## src/rtl/mmu_ctx_pkg.sv

```systemverilog
// Shared encodings and width helpers for the context-tagged MMU.
package mmu_pkg;

   localparam logic REG_SEL_CTRL  = 1'b0;
   localparam logic REG_SEL_ENTRY = 1'b1;

   localparam int CTRL_INS = 3;
   localparam int CTRL_SUP = 2;
   localparam int CTRL_CLR = 1;
   localparam int ENT_W    = 2;
   localparam int ENT_V    = 1;

   // inv_mask bit positions: {si, sd, ui, ud}
   localparam int INV_SI = 3;
   localparam int INV_SD = 2;
   localparam int INV_UI = 1;
   localparam int INV_UD = 0;

   localparam logic FT_MISS = 1'b1;
   localparam logic FT_PROT = 1'b0;

   typedef enum logic [0:0] {IDLE = 1'b0, SWEEP = 1'b1} inv_state_t;

   function automatic int mmu_vw(input int nmmu);
      return $clog2(nmmu);
   endfunction

   function automatic int mmu_cw(input int nctx);
      return $clog2(nctx);
   endfunction

   function automatic int mmu_ppw(input int pa, input int va, input int vw);
      return pa - va + vw;
   endfunction

endpackage

```

## src/rtl/mmu_ctx_inv_seq.sv

```systemverilog
// Invalidate sweep sequencer: walks one {ctx, vpage} row per cycle and
// emits the table clear strobes for that row.
module mmu_inv_seq
   import mmu_pkg::*;
#(
   parameter int VW = 3,
   parameter int CW = 2
) (
   input  logic               clk,
   input  logic               reset_n,
   input  logic               inv_req,
   input  logic [3:0]         inv_mask,
   input  logic               inv_all_ctx,
   input  logic [CW-1:0]      ctx,
   output logic               inv_busy,
   output logic [CW+VW-1:0]   clr_row,
   output logic [3:0]         clr_mask
);

   localparam int RW = CW + VW;
   localparam logic [RW-1:0] ROW_ONE = RW'(1);

   inv_state_t      state;
   logic [3:0]      mask_q;
   logic            all_q;
   logic [RW-1:0]   row;
   logic            last_row;

   // A single-context sweep ends at the last vpage; an all-context sweep at the last row overall.
   assign last_row = all_q ? (&row) : (&row[VW-1:0]);

   always_ff @(posedge clk or negedge reset_n) begin
      if (!reset_n) begin
         state  <= IDLE;
         mask_q <= '0;
         all_q  <= 1'b0;
         row    <= '0;
      end else begin
         case (state)
            IDLE: begin
               if (inv_req) begin
                  state  <= SWEEP;
                  mask_q <= inv_mask;
                  all_q  <= inv_all_ctx;
                  row    <= {(inv_all_ctx ? {CW{1'b0}} : ctx), {VW{1'b0}}};
               end
            end
            SWEEP: begin
               row <= row + ROW_ONE;
               if (last_row) state <= IDLE;
            end
         endcase
      end
   end

   assign inv_busy = (state == SWEEP);
   assign clr_row  = row;
   assign clr_mask = inv_busy ? mask_q : 4'b0000;

endmodule

```

## src/rtl/mmu_ctx.sv

```systemverilog
// Context-tagged page MMU: separate I/D tables per (ctx, supmode), combinational
// lookup, first-fault sticky capture and pointer-based table programming.
module mmu_ctx
   import mmu_pkg::*;
#(
   parameter int RV   = 16,
   parameter int VA   = RV,
   parameter int PA   = RV,
   parameter int NMMU = 8,
   parameter int NCTX = 4
) (
   input  logic                      clk,
   input  logic                      reset_n,
   input  logic                      mmu_enable,
   input  logic                      supmode,
   input  logic [mmu_cw(NCTX)-1:0]   ctx,
   input  logic                      is_pc,
   input  logic                      is_read,
   input  logic                      is_write,
   input  logic [VA-1:RV/16]         pcv,
   input  logic [VA-1:RV/16]         addrv,
   output logic [PA-1:RV/16]         pcp,
   output logic [PA-1:RV/16]         addrp,
   output logic                      mmu_miss_fault,
   output logic                      mmu_prot_fault,
   input  logic                      mmu_fault,
   input  logic                      inv_req,
   input  logic [3:0]                inv_mask,
   input  logic                      inv_all_ctx,
   output logic                      inv_busy,
   input  logic                      reg_write,
   input  logic                      reg_sel,
   input  logic [RV-1:0]             reg_data,
   output logic [RV-1:0]             reg_read
);

   localparam int VW   = mmu_vw(NMMU);
   localparam int CW   = mmu_cw(NCTX);
   localparam int PPW  = mmu_ppw(PA, VA, VW);
   localparam int AL   = RV / 16;
   localparam int PAW  = PA - AL;
   localparam int IW   = CW + 1 + VW;
   localparam int NENT = 1 << IW;
   localparam logic [VW-1:0] VP_ONE = VW'(1);

   logic [NENT-1:0]  i_valid, d_valid, d_wr;
   logic [PPW-1:0]   i_ppage [NENT];
   logic [PPW-1:0]   d_ppage [NENT];

   logic [VW-1:0]    ptr_vp;
   logic [CW-1:0]    ptr_ctx;
   logic             ptr_ins, ptr_sup;

   logic             f_pend, f_ovf, f_ins, f_sup, f_type;
   logic [VW-1:0]    f_vpage;
   logic [CW-1:0]    f_ctx;

   logic [CW+VW-1:0] clr_row;
   logic [3:0]       clr_mask;
   logic [IW-1:0]    sidx, uidx, i_idx, d_idx, ptr_idx;
   logic [VW-1:0]    pc_vp, ad_vp;
   logic             i_miss, d_miss, d_prot, ent_we, ctrl_we;
   logic             unused_bits;

   mmu_inv_seq #(.VW(VW), .CW(CW)) u_inv_seq (
      .clk         (clk),
      .reset_n     (reset_n),
      .inv_req     (inv_req),
      .inv_mask    (inv_mask),
      .inv_all_ctx (inv_all_ctx),
      .ctx         (ctx),
      .inv_busy    (inv_busy),
      .clr_row     (clr_row),
      .clr_mask    (clr_mask)
   );

   assign pc_vp   = pcv[VA-1:VA-VW];
   assign ad_vp   = addrv[VA-1:VA-VW];
   assign i_idx   = {ctx, supmode, pc_vp};
   assign d_idx   = {ctx, supmode, ad_vp};
   assign ptr_idx = {ptr_ctx, ptr_sup, ptr_vp};
   assign sidx    = {clr_row[CW+VW-1:VW], 1'b1, clr_row[VW-1:0]};
   assign uidx    = {clr_row[CW+VW-1:VW], 1'b0, clr_row[VW-1:0]};

   assign pcp   = mmu_enable ? {i_ppage[i_idx], pcv[VA-VW-1:AL]}   : PAW'(pcv);
   assign addrp = mmu_enable ? {d_ppage[d_idx], addrv[VA-VW-1:AL]} : PAW'(addrv);

   assign i_miss = mmu_enable & is_pc & ~i_valid[i_idx];
   assign d_miss = mmu_enable & (is_read | is_write) & ~d_valid[d_idx];
   assign d_prot = mmu_enable & is_write & d_valid[d_idx] & ~d_wr[d_idx];

   assign mmu_miss_fault = (i_miss | d_miss) & ~inv_busy;
   assign mmu_prot_fault = d_prot & ~inv_busy;

   // A committed fault pre-empts any register write in the same cycle.
   assign ctrl_we = reg_write & (reg_sel == REG_SEL_CTRL) & ~mmu_fault;
   assign ent_we  = reg_write & (reg_sel == REG_SEL_ENTRY) & ~mmu_fault & ~inv_busy;

   always_ff @(posedge clk or negedge reset_n) begin
      if (!reset_n) begin
         i_valid <= '0;
         d_valid <= '0;
      end else begin
         if (clr_mask[INV_SI]) i_valid[sidx] <= 1'b0;
         if (clr_mask[INV_SD]) d_valid[sidx] <= 1'b0;
         if (clr_mask[INV_UI]) i_valid[uidx] <= 1'b0;
         if (clr_mask[INV_UD]) d_valid[uidx] <= 1'b0;
         if (ent_we) begin
            if (ptr_ins) i_valid[ptr_idx] <= reg_data[ENT_V];
            else         d_valid[ptr_idx] <= reg_data[ENT_V];
         end
      end
   end

   always_ff @(posedge clk) begin
      if (ent_we) begin
         if (ptr_ins) begin
            i_ppage[ptr_idx] <= reg_data[RV-1:RV-PPW];
         end else begin
            d_ppage[ptr_idx] <= reg_data[RV-1:RV-PPW];
            d_wr[ptr_idx]    <= reg_data[ENT_W];
         end
      end
   end

   always_ff @(posedge clk or negedge reset_n) begin
      if (!reset_n) begin
         ptr_vp  <= '0;
         ptr_ctx <= '0;
         ptr_ins <= 1'b0;
         ptr_sup <= 1'b0;
         f_pend  <= 1'b0;
         f_ovf   <= 1'b0;
         f_ins   <= 1'b0;
         f_sup   <= 1'b0;
         f_type  <= 1'b0;
         f_vpage <= '0;
         f_ctx   <= '0;
      end else if (mmu_fault) begin
         if (!f_pend) begin
            f_pend  <= 1'b1;
            f_vpage <= i_miss ? pc_vp : ad_vp;
            f_ctx   <= ctx;
            f_ins   <= i_miss;
            f_sup   <= supmode;
            f_type  <= (i_miss | d_miss) ? FT_MISS : FT_PROT;
         end else begin
            f_ovf <= 1'b1;
         end
      end else if (ctrl_we) begin
         ptr_vp  <= reg_data[RV-1:RV-VW];
         ptr_ctx <= reg_data[RV-VW-1:RV-VW-CW];
         ptr_ins <= reg_data[CTRL_INS];
         ptr_sup <= reg_data[CTRL_SUP];
         if (reg_data[CTRL_CLR]) begin
            f_pend <= 1'b0;
            f_ovf  <= 1'b0;
         end
      end else if (ent_we) begin
         ptr_vp <= ptr_vp + VP_ONE;
      end
   end

   assign reg_read = {f_vpage, f_ctx, {(RV-VW-CW-5){1'b0}}, f_ovf, f_pend, f_ins, f_sup, f_type};

   assign unused_bits = ^{reg_data[RV-VW-CW-1:4], reg_data[0]};

endmodule

```

## config.mk

```make
export PLATFORM = sky130hd
export DESIGN_NAME = mmu_ctx
export DESIGN_NICKNAME = d
export VERILOG_FILES = /design/src/rtl/mmu_ctx_pkg.sv /design/src/rtl/mmu_ctx_inv_seq.sv /design/src/rtl/mmu_ctx.sv
export SDC_FILE = /design/constraint.sdc
export NUM_CORES = 1
export LEC_CHECK = 0
export CAP_MARGIN = 5
export CORE_UTILIZATION = 40
export DETAILED_ROUTE_END_ITERATION = 8
export PLACE_DENSITY_LB_ADDON = 0.15
export SETUP_SLACK_MARGIN = 0.2
export SLEW_MARGIN = 5
export SYNTH_ARGS = -nofsm -noshare
export SYNTH_HDL_FRONTEND = slang
export SYNTH_HIERARCHICAL = 1
export SYNTH_SLANG_ARGS = --single-unit
```

## constraint.sdc

```tcl
create_clock -name clk -period 3.3 [get_ports clk]
set_clock_uncertainty 0.15 [all_clocks]
set_input_delay 0.495 -clock clk [delete_from_list [all_inputs] [get_ports clk]]
set_output_delay 0.495 -clock clk [all_outputs]
set_load 0.01 [all_outputs]
```

Word level (Yosys, flattened, before mapping)
Memories as Yosys holds them, arrays and structs flattened.
Index checks and enable logic that the tools add are counted.
{"block": "classes", "n_addsub": 2, "order_cmp": 8, "eq_ne": 2, "n_mux": 48, "bitwise": 30, "n_reduce_logical": 15}
{"cell": "$mux W64", "n": 8}
{"cell": "$and A64 B64 Y64", "n": 4}
{"cell": "$bwmux W64", "n": 3}
{"cell": "$not A56 Y64", "n": 1}
{"cell": "$not A64 Y64", "n": 1}
{"cell": "$lt A6 B7 Y1 const B", "n": 5}
{"cell": "$mux W15", "n": 2}
{"cell": "$mux W1", "n": 21}
{"cell": "$bmux W1 S6", "n": 3}
{"cell": "$ge A6 B1 Y1 const B", "n": 3}
{"cell": "$and A1 B1 Y1", "n": 14}
{"cell": "$reduce_and A2 Y1", "n": 6}
{"cell": "$demux W1 S5", "n": 2}
{"cell": "$pmux W5 S2", "n": 1}
{"cell": "$mux W3", "n": 3}
{"cell": "$not A1 Y1", "n": 8}
{"cell": "$demux W1 S6", "n": 1}
{"cell": "$reduce_and A3 Y1", "n": 2}
{"cell": "$reduce_bool A2 Y1", "n": 3}
{"cell": "$add A5 B1 Y5 const B", "n": 1}
{"cell": "$mux W5", "n": 1}
{"cell": "$reduce_and A5 Y1", "n": 1}
{"cell": "$mux W4", "n": 1}
{"cell": "$add A3 B1 Y3 const B", "n": 1}
{"cell": "other kinds (6)", "n": 9}
{"block": "word_totals", "regBits": 220, "mem_bits_rw": 384, "in_bits": 64, "out_inout_bits": 49, "elab_cells": 125, "memories": 2}
{"memory": "d_ppage", "words": 64, "word_bits": 3, "rd": 1, "rd_ports_with_merged_regs": 0, "wr": 1, "line": "mmu_ctx.sv:48", "source": "logic [PPW-1:0] d_ppage [NENT];"}
{"memory": "i_ppage", "words": 64, "word_bits": 3, "rd": 1, "rd_ports_with_merged_regs": 0, "wr": 1, "line": "mmu_ctx.sv:47", "source": "logic [PPW-1:0] i_ppage [NENT];"}

Longest topological paths before layout
Gate-level depths: netlist of the first run.
{"block": "depth", "ltp_word": 12, "mapped_depth": 9, "mapped_depth_nobuf": 6}

Modules after synthesis
The synthesis of the first run kept the hierarchy.
{"module": "mmu_ctx", "n_inst": 1, "cells_per_inst": 1727, "area_each_um2": 25858.6, "seq_area_each_um2": 17081.4}
{"module": "mmu_inv_seq", "n_inst": 1, "cells_per_inst": 47, "area_each_um2": 568.0, "seq_area_each_um2": 275.3}

Worst setup path before layout of the first run
OpenSTA, ideal clock, no wires.
{"block": "synth_path", "path_kind": "input to output", "from": "input port addrv[14] (netlist name)", "to": "output port mmu_prot_fault", "arrival_ps": 2736, "required_time_ps": 2655, "slack_ps": -81, "stages": 6, "n_path_buf": 2, "path_cell_list": "buf_2 > clkbuf_1 > mux4_2 > mux4_2 > mux4_2 > a2111oi_2"}
{"block": "synth_via", "elab_chain_cells": 5, "elab_cells_between_ends": 8, "classes_between": "mux: 4; bitwise: 4"}
{"element": "start, declared", "line": "mmu_ctx.sv:21", "source": "input logic [VA-1:RV/16] addrv,"}
{"element": "$bmux W1 S6", "line": "mmu_ctx.sv:90", "source": "assign d_prot = mmu_enable & is_write & d_valid[d_idx] & ~d_wr[d_idx];"}
{"element": "$mux W1 (not written as such)", "line": "mmu_ctx.sv:90"}
{"element": "$and A1 B1 Y1 / $not A1 Y1 (equally long branches)", "line": "mmu_ctx.sv:90"}
{"element": "$and A1 B1 Y1 *", "line": "mmu_ctx.sv:90"}
{"element": "$and A1 B1 Y1 *", "line": "mmu_ctx.sv:93", "source": "assign mmu_prot_fault = d_prot & ~inv_busy;"}
{"element": "end, declared", "line": "mmu_ctx.sv:25", "source": "output logic mmu_prot_fault,"}
Mark *: on every way between the ends. The rest lies on a longest branch, timed or not. The select of a mux whose other input is x is not followed.

Worst setup path after layout of the first run
{"block": "layout_path", "from": "register d_wr[25]", "to": "output port mmu_prot_fault"}
{"block": "layout_via", "elab_chain_cells": 5}
{"element": "start, declared", "line": "mmu_ctx.sv:46", "source": "logic [NENT-1:0] i_valid, d_valid, d_wr;"}
{"element": "start signal, assigned by index", "line": "mmu_ctx.sv:121", "source": "d_wr[ptr_idx] <= reg_data[ENT_W];"}
{"element": "$bmux W1 S6", "line": "mmu_ctx.sv:90"}
{"element": "$mux W1 (not written as such)", "line": "mmu_ctx.sv:90"}
{"element": "$not A1 Y1", "line": "mmu_ctx.sv:90"}
{"element": "$and A1 B1 Y1", "line": "mmu_ctx.sv:90"}
{"element": "$and A1 B1 Y1", "line": "mmu_ctx.sv:93"}
Every way passes these cells. The select of a mux whose other input is x is not followed.

==> results of run 1 <==
==> sequential cells by signal, summed over array words and instances, names as in the netlist, 4 cells and up <==
| register | flops |
|---|---|
| d_valid | 64 |
| i_ppage | 192 |
| d_ppage | 192 |
| i_valid | 64 |
| d_wr | 64 |
| u_inv_seq/clr_row | 5 |
| u_inv_seq/mask_q | 4 |
==> cells in the mapped netlist, types with 4 or more instances <==
library cell	instances	share of area, %
edfxtp_1	448	51
nand2_1	374	5.3
mux4_2	178	15
nor2_1	169	2.4
dfrtp_1	156	15
clkbuf_1	83	1.2
o211ai_1	61	1.7
nand3b_1	52	1.5
buf_4	35	0.99
mux2_2	23	0.98
o21ai_0	22	0.42
buf_2	18	0.34
buf_1	14	0.20
a21boi_0	13	0.37
mux2i_1	13	0.49
or3_1	9	0.21
nand2b_1	8	0.19
or2_2	8	0.19
or3b_2	7	0.23
and2_1	6	0.14
nand3_1	6	0.11
nor2b_1	6	0.14
a21oi_1	5	0.095
mux2_4	5	0.28
buf_6	4	0.17
ha_1	4	0.19
nand4_1	4	0.095
==> stage by stage <==
step	instance area, um^2	setup WS, ns	util, %
after floorplan	26600	0.128	-
after global placement	29200	-0.776	45.1
after detailed placement	29200	-0.774	45.1
after CTS	31600	-0.368	48.8
after global routing	31700	-0.384	48.9
final	31700	-0.329	48.9
==> repair_timing <==
action / 4_1_cts / 5_1_grt
gates resized for setup: 50 / 3
pin swaps: 4 / 2
hold buffers: 1 / 0
endpoints found under the hold margin: 45 / 0
buffers inserted: 14 / 5
endpoints found under the setup margin: 8 / 8
gates cloned: 1 / 0
==> final cells by class <==
cell class	count	area, um^2
clock buffer	87	1810
clock inverter	36	362
multi-input combinational	1017	8370
timing repair buffer	301	2690
tap	855	1070
sequential	604	17400
fill	5529	33100
inverter	4	15.0
antenna	1	2.50
==> power by group through the flow <==
stage | Combinational, mW | Clock, mW | Sequential [mW]
2_1_floorplan | 1.57 | 0 | 8.79
3_3_place_gp | 2.61 | 0 | 8.89
3_5_place_dp | 2.64 | 0 | 8.91
4_1_cts | 2.69 | 7.60 | 8.76
5_1_grt | 2.89 | 7.86 | 8.81
6_report | 2.72 | 7.45 | 8.77
==> logic make-up after synthesis <==
logic type	after synthesis	synth area share, %
AND/OR/NAND/NOR	664	10.9
AO/OA/AOI/OAI	123	3.31
other	1	0.0142
XOR/XNOR	1	0.0331
adder cells (fa/ha/maj)	4	0.189
buffers and inverters	158	2.94
flip-flops	604	65.7
multiplexers	219	16.9
==> worst max-delay path, stage by stage (launching register included) <==
cell	delay [ns]
edfxtp_1	0.41
mux4_2	0.47
mux4_2	0.51
mux4_2	0.58
a2111oi_4	0.21
buf_2	0.18
==> worst max-delay path by stage <==
stage | slack (ns) | endpoint | depth (start not counted)
2_1_floorplan | 0.13 | mmu_prot_fault | 6
3_3_place_gp | -0.78 | addrp[14] | 8
3_5_place_dp | -0.77 | addrp[14] | 8
4_1_cts | -0.37 | mmu_prot_fault | 5
5_1_grt | -0.38 | mmu_prot_fault | 5
6_report | -0.33 | mmu_prot_fault | 5
==> routing by layer <==
| metal | wire (um) | vias up | track usage (%) |
|---|---|---|---|
| met3 | 6480 | 99 | 4.75 |
| met4 | 1270 | 0 | 6.08 |
| met5 | 0 | - | 0 |
| met1 | 33500 | 8499 | 34.0 |
| met2 | 35300 | 682 | 35.8 |
| li1 | - | 7066 | - |
==> flow_metrics.py, run 1 <==
metrics = {
    "grt": {
        "grt_max_degree": 81,
        "antenna_found_initial": 0,
        "grt_pass1_vias": 16900,
        "overflow": 0,
        "grt_first_pass_wirelength_mm": 114,
        "gr-usage-all-layers_pct": 23.3,
    },
    "cells_and_area": {
        "stdcell_count": 2905,
        "final_cell_mix": "edfxtp_1 (448), nand2_1 (373), buf_4 (229)",
        "layout.nets": 2063,
        "synthToLayoutAreaGrowth_pct": 19.9,
        "drive_gt1_share_pct": 29.4,
        "final_common_cell": "edfxtp_1",
    },
    "sta": {
        "worst_pin_slew_ns": 1.12,
        "fin_crit_ns": 3.63,
        "hold_viol": 0,
        "slew_viol_final": 0,
        "final-setup-viol-count": 8,
        "timing.fmax_mhz": 276,
        "rsz0062_at_grt": "true",
        "setup_tns_ns": -2.14,
        "fin_crit_sh_pct": 110,
        "fin_ws_ns": -0.329,
        "whs_ns": 0.254,
        "maxSlewHeadroom_pct": 25.4,
    },
    "critical_path": {
        "critical_path_class": "register to output port",
        "crit_start": "d_wr[25]",
        "r2r_setup_slack_ns": 0.46,
        "cp.required_ns": 2.65,
        "start_kind": "register",
        "worst_setup_path_end_kind": "output port",
        "r2r_start": "ptr_sup",
        "rr_worst_depth": 3,
        "r2r-end": "d_ppage[18][2]",
        "critPathArrivalTime_ns": 2.98,
        "worstPathMaxFanout": 1,
    },
    "synth": {
        "synthCells": 1774,
        "synth_edf_count": 448,
        "synth_ff_type": "edfxtp_1",
        "avgSynthCellArea_um2": 14.9,
        "syn-cell-area_mm2": 0.0264,
        "yosysUniqueCellTypes": 58,
        "synth_warnings": 6,
        "seq_area_frac_synth_pct": 65.7,
        "ys_seq_elements": 604,
        "async_reset_ff_share_pct": 25.8,
    },
    "drt": {
        "drtIter0Drc": 1651,
        "totalWireLength_mm": 76.5,
        "dr.pass1.iters": 5,
        "wl_per_cell_um": 26.3,
        "vias": 16300,
        "viasPerCell": 5.63,
        "detail-route-antenna-nets": 0,
        "drcViolationCount": 0,
    },
    "power": {
        "p_per_area_mw_per_mm2": 598,
        "clkPwrFrac_pct": 39.3,
        "switching_share_pct": 26.8,
        "ir_worst_vdd_mv": 0.410,
        "p_int_mw": 13.9,
        "power_frac_seq_pct": 46.3,
        "power.switching_mw": 5.07,
        "p_total_mw": 18.9,
        "p_leak_nw": 11.6,
        "comb_power_share_pct": 14.3,
    },
    "place": {
        "dp.final_hpwl_mm": 53.0,
        "gp_congestion": 0.874,
        "port_buffers": 50,
        "dp.cells": 2760,
    },
    "floorplanning": {
        "io_pins": 113,
        "core_area_mm2": 0.0648,
        "die_h_um": 259,
        "initial_core_util_pct": 40.8,
        "row_count": 93,
        "die_area_mm2": 0.0671,
        "die-width_um": 259,
    },
    "clock_network": {
        "h-tree-depth": 3,
        "clk_latency_ns": 0.60,
        "clock_sinks": 604,
        "cts_tree": "yes",
        "clockBufferDepth": 3,
        "cts_buffers": 67,
        "clk_pin_slew_worst_paths_ns": 0.06,
        "cts-root-buf": "clkbuf_16",
    },
    "outcome": {
        "outcome": "finished with violations",
        "violations": "setup timing",
    },
    "hold_path": {
        "hold_class": "input port to async pin",
    },
    "flow_run": {
        "cap_violations": 0,
    },
}
Power figures use the tool's default switching activity.
==> run 2, diff against run 1 <==
HOLD_SLACK_MARGIN = 0.15   (was not set)
clock period = 4.4 ns   (was 3.3 ns; I/O delays follow)
==> flow_metrics.py, run 2 (synthesized netlist as in run 1, its figures left out) <==
metrics = {
    "outcome": {
        "outcome": "finished, final reports clean",
    },
    "floorplanning": {
        "die_area_mm2": 0.0671,
        "die-width_um": 259,
        "core_area_mm2": 0.0648,
        "initial_core_util_pct": 40.8,
        "row_count": 93,
        "io_pins": 113,
        "die_h_um": 259,
    },
    "cells_and_area": {
        "drive_gt1_share_pct": 23.6,
        "final_cell_mix": "edfxtp_1 (448), nand2_1 (374), mux4_2 (178)",
        "post-route-util_pct": 47.1,
        "diodes": 0,
        "reg_top3": "d_ppage (192), i_ppage (192)",
        "layout.nets": 1911,
        "multi_input_area_mm2": 0.00834,
        "synthToLayoutAreaGrowth_pct": 15.6,
        "seq_area_mm2": 0.0174,
        "final_common_cell": "edfxtp_1",
        "num-fill-cells": 5510,
    },
    "sta": {
        "fin_crit_ns": 4.17,
        "hold_viol": 0,
        "fin_crit_sh_pct": 94.8,
        "rsz0062_at_grt": "true",
        "worst_pin_slew_ns": 1.11,
        "timing.fmax_mhz": 240,
        "maxSlewHeadroom_pct": 25.9,
        "whs_ns": 0.338,
        "final-setup-viol-count": 0,
        "slew_viol_final": 0,
    },
    "flow_run": {
        "cap_violations": 0,
    },
    "power": {
        "comb_power_share_pct": 13.3,
        "switching_share_pct": 26.0,
        "ir_worst_vdd_mv": 0.284,
        "clkPwrFrac_pct": 41.2,
        "p_per_area_mw_per_mm2": 474,
        "p_leak_nw": 10.9,
        "power_frac_seq_pct": 45.5,
        "power.switching_mw": 3.77,
        "p_int_mw": 10.7,
    },
    "place": {
        "gp_congestion": 0.851,
        "port_buffers": 50,
        "dp.final_hpwl_mm": 49.5,
    },
    "clock_network": {
        "cts_tree": "yes",
        "cts-root-buf": "clkbuf_16",
        "clock_sinks": 604,
        "clk_latency_ns": 0.62,
        "clockBufferDepth": 3,
        "clk_pin_slew_worst_paths_ns": 0.06,
        "h-tree-depth": 3,
        "cts_buffers": 66,
    },
    "drt": {
        "vias": 15600,
        "viasPerCell": 5.66,
        "detail-route-antenna-nets": 0,
        "drcViolationCount": 0,
        "totalWireLength_mm": 72.6,
        "wl_met2_mm": 33.4,
        "dr.pass1.iters": 8,
        "dr_wl_met3_mm": 5.39,
        "top_layer_used": "met4",
        "drtIter0Drc": 1536,
        "drt-met1-wl_mm": 31.8,
        "wl_per_cell_um": 26.4,
    },
    "grt": {
        "overflow": 0,
        "gr-usage-all-layers_pct": 22.1,
        "antenna_found_initial": 1,
        "grt_first_pass_wirelength_mm": 107,
        "grt_pass1_vias": 15800,
        "grt_max_degree": 90,
    },
    "critical_path": {
        "cp_slowest_stage_delay_ns": 0.54,
        "cp.required_ns": 3.59,
        "crit_path_frequent_cell": "mux4_2",
        "cp_slowest_cell": "mux4_2",
        "start_kind": "input port",
        "worstPathMaxFanout": 12,
        "worst_setup_path_end_kind": "output port",
        "critPathArrivalTime_ns": 3.36,
        "critical_path_class": "input port to output port",
        "path_cells": "buf_4 > buf_12 > buf_12 > buf_4 > mux4_2 > mux4_2 > mux4_2 > mux2_2 > dlygate4sd2_1",
    },
    "hold_path": {
        "hold_class": "register to register",
    },
}
run 2: layout make-up:
cell class | instances | share of cell area, %
Sequential cell | 604 | 56.8
Multi-Input combinational cell | 1017 | 27.3
Clock buffer | 86 | 6.16
Timing Repair Buffer | 150 | 4.65
Tap cell | 855 | 3.50
Clock inverter | 34 | 1.52
Inverter | 4 | 0.0492
run 2: power groups by stage:
stage	Combinational, mW	Clock, mW	Sequential, mW
floorplan	1.16	0	6.59
detailed placement	1.88	0	6.69
finish	1.93	5.97	6.59
global route	2.06	6.28	6.61
global placement	1.85	0	6.67
CTS	1.90	6.07	6.57
run 2: repair_timing:
| action | 4_1_cts | 5_1_grt |
|---|---|---|
| pin swaps | 0 | 2 |
| gates resized for setup | 17 | 12 |
| buffers inserted | 0 | 12 |
| hold buffers | 1 | 0 |
| hold endpoints to repair | 72 | 0 |
| endpoints found under the setup margin | 8 | 3 |
run 2: metrics by stage:
stage	TNS (ns)	setup slack, ns	total power, mW	area [um^2]	instances
CTS	0	0.0164	14.5	30400	2738
global placement	-0.366	-0.0961	8.52	28000	2617
finish	0	0.230	14.5	30500	2750
floorplan	0	0.689	7.75	26400	1779
global route	0	0.158	15.0	30500	2750
detailed placement	-0.395	-0.104	8.58	28000	2617
run 2: critical path, delay by kind of cell:
family                 cells  cell delay (ns)
multiplexers               4             1.81
buffers and inverters      5             0.87
run 2: path summary, 6_finish.rpt:
| check | from | endpoint | slack (ns) | cells after the start |
|---|---|---|---|---|
| setup / recovery | addrv[13] | addrp[15] | 0.23 | 9 |
| hold / removal | f_ctx[0] | f_ctx[0] | 0.34 | 2 |
| setup reg to reg | u_inv_seq/inv_busy | i_valid[57] | 1.27 | 5 |
| hold reg to reg | f_ctx[0] | f_ctx[0] | 0.34 | 2 |
| max in group asynchronous | reset_n | d_valid[0] | 2.55 | 3 |
| min in group asynchronous | reset_n | i_valid[50] | 0.50 | 2 |
run 2: metal layers:
layer,track usage [%],up-vias
met1,31.7,8107
met4,7.53,0
met5,0,-
met2,33.5,580
met3,4.71,112
li1,-,6753
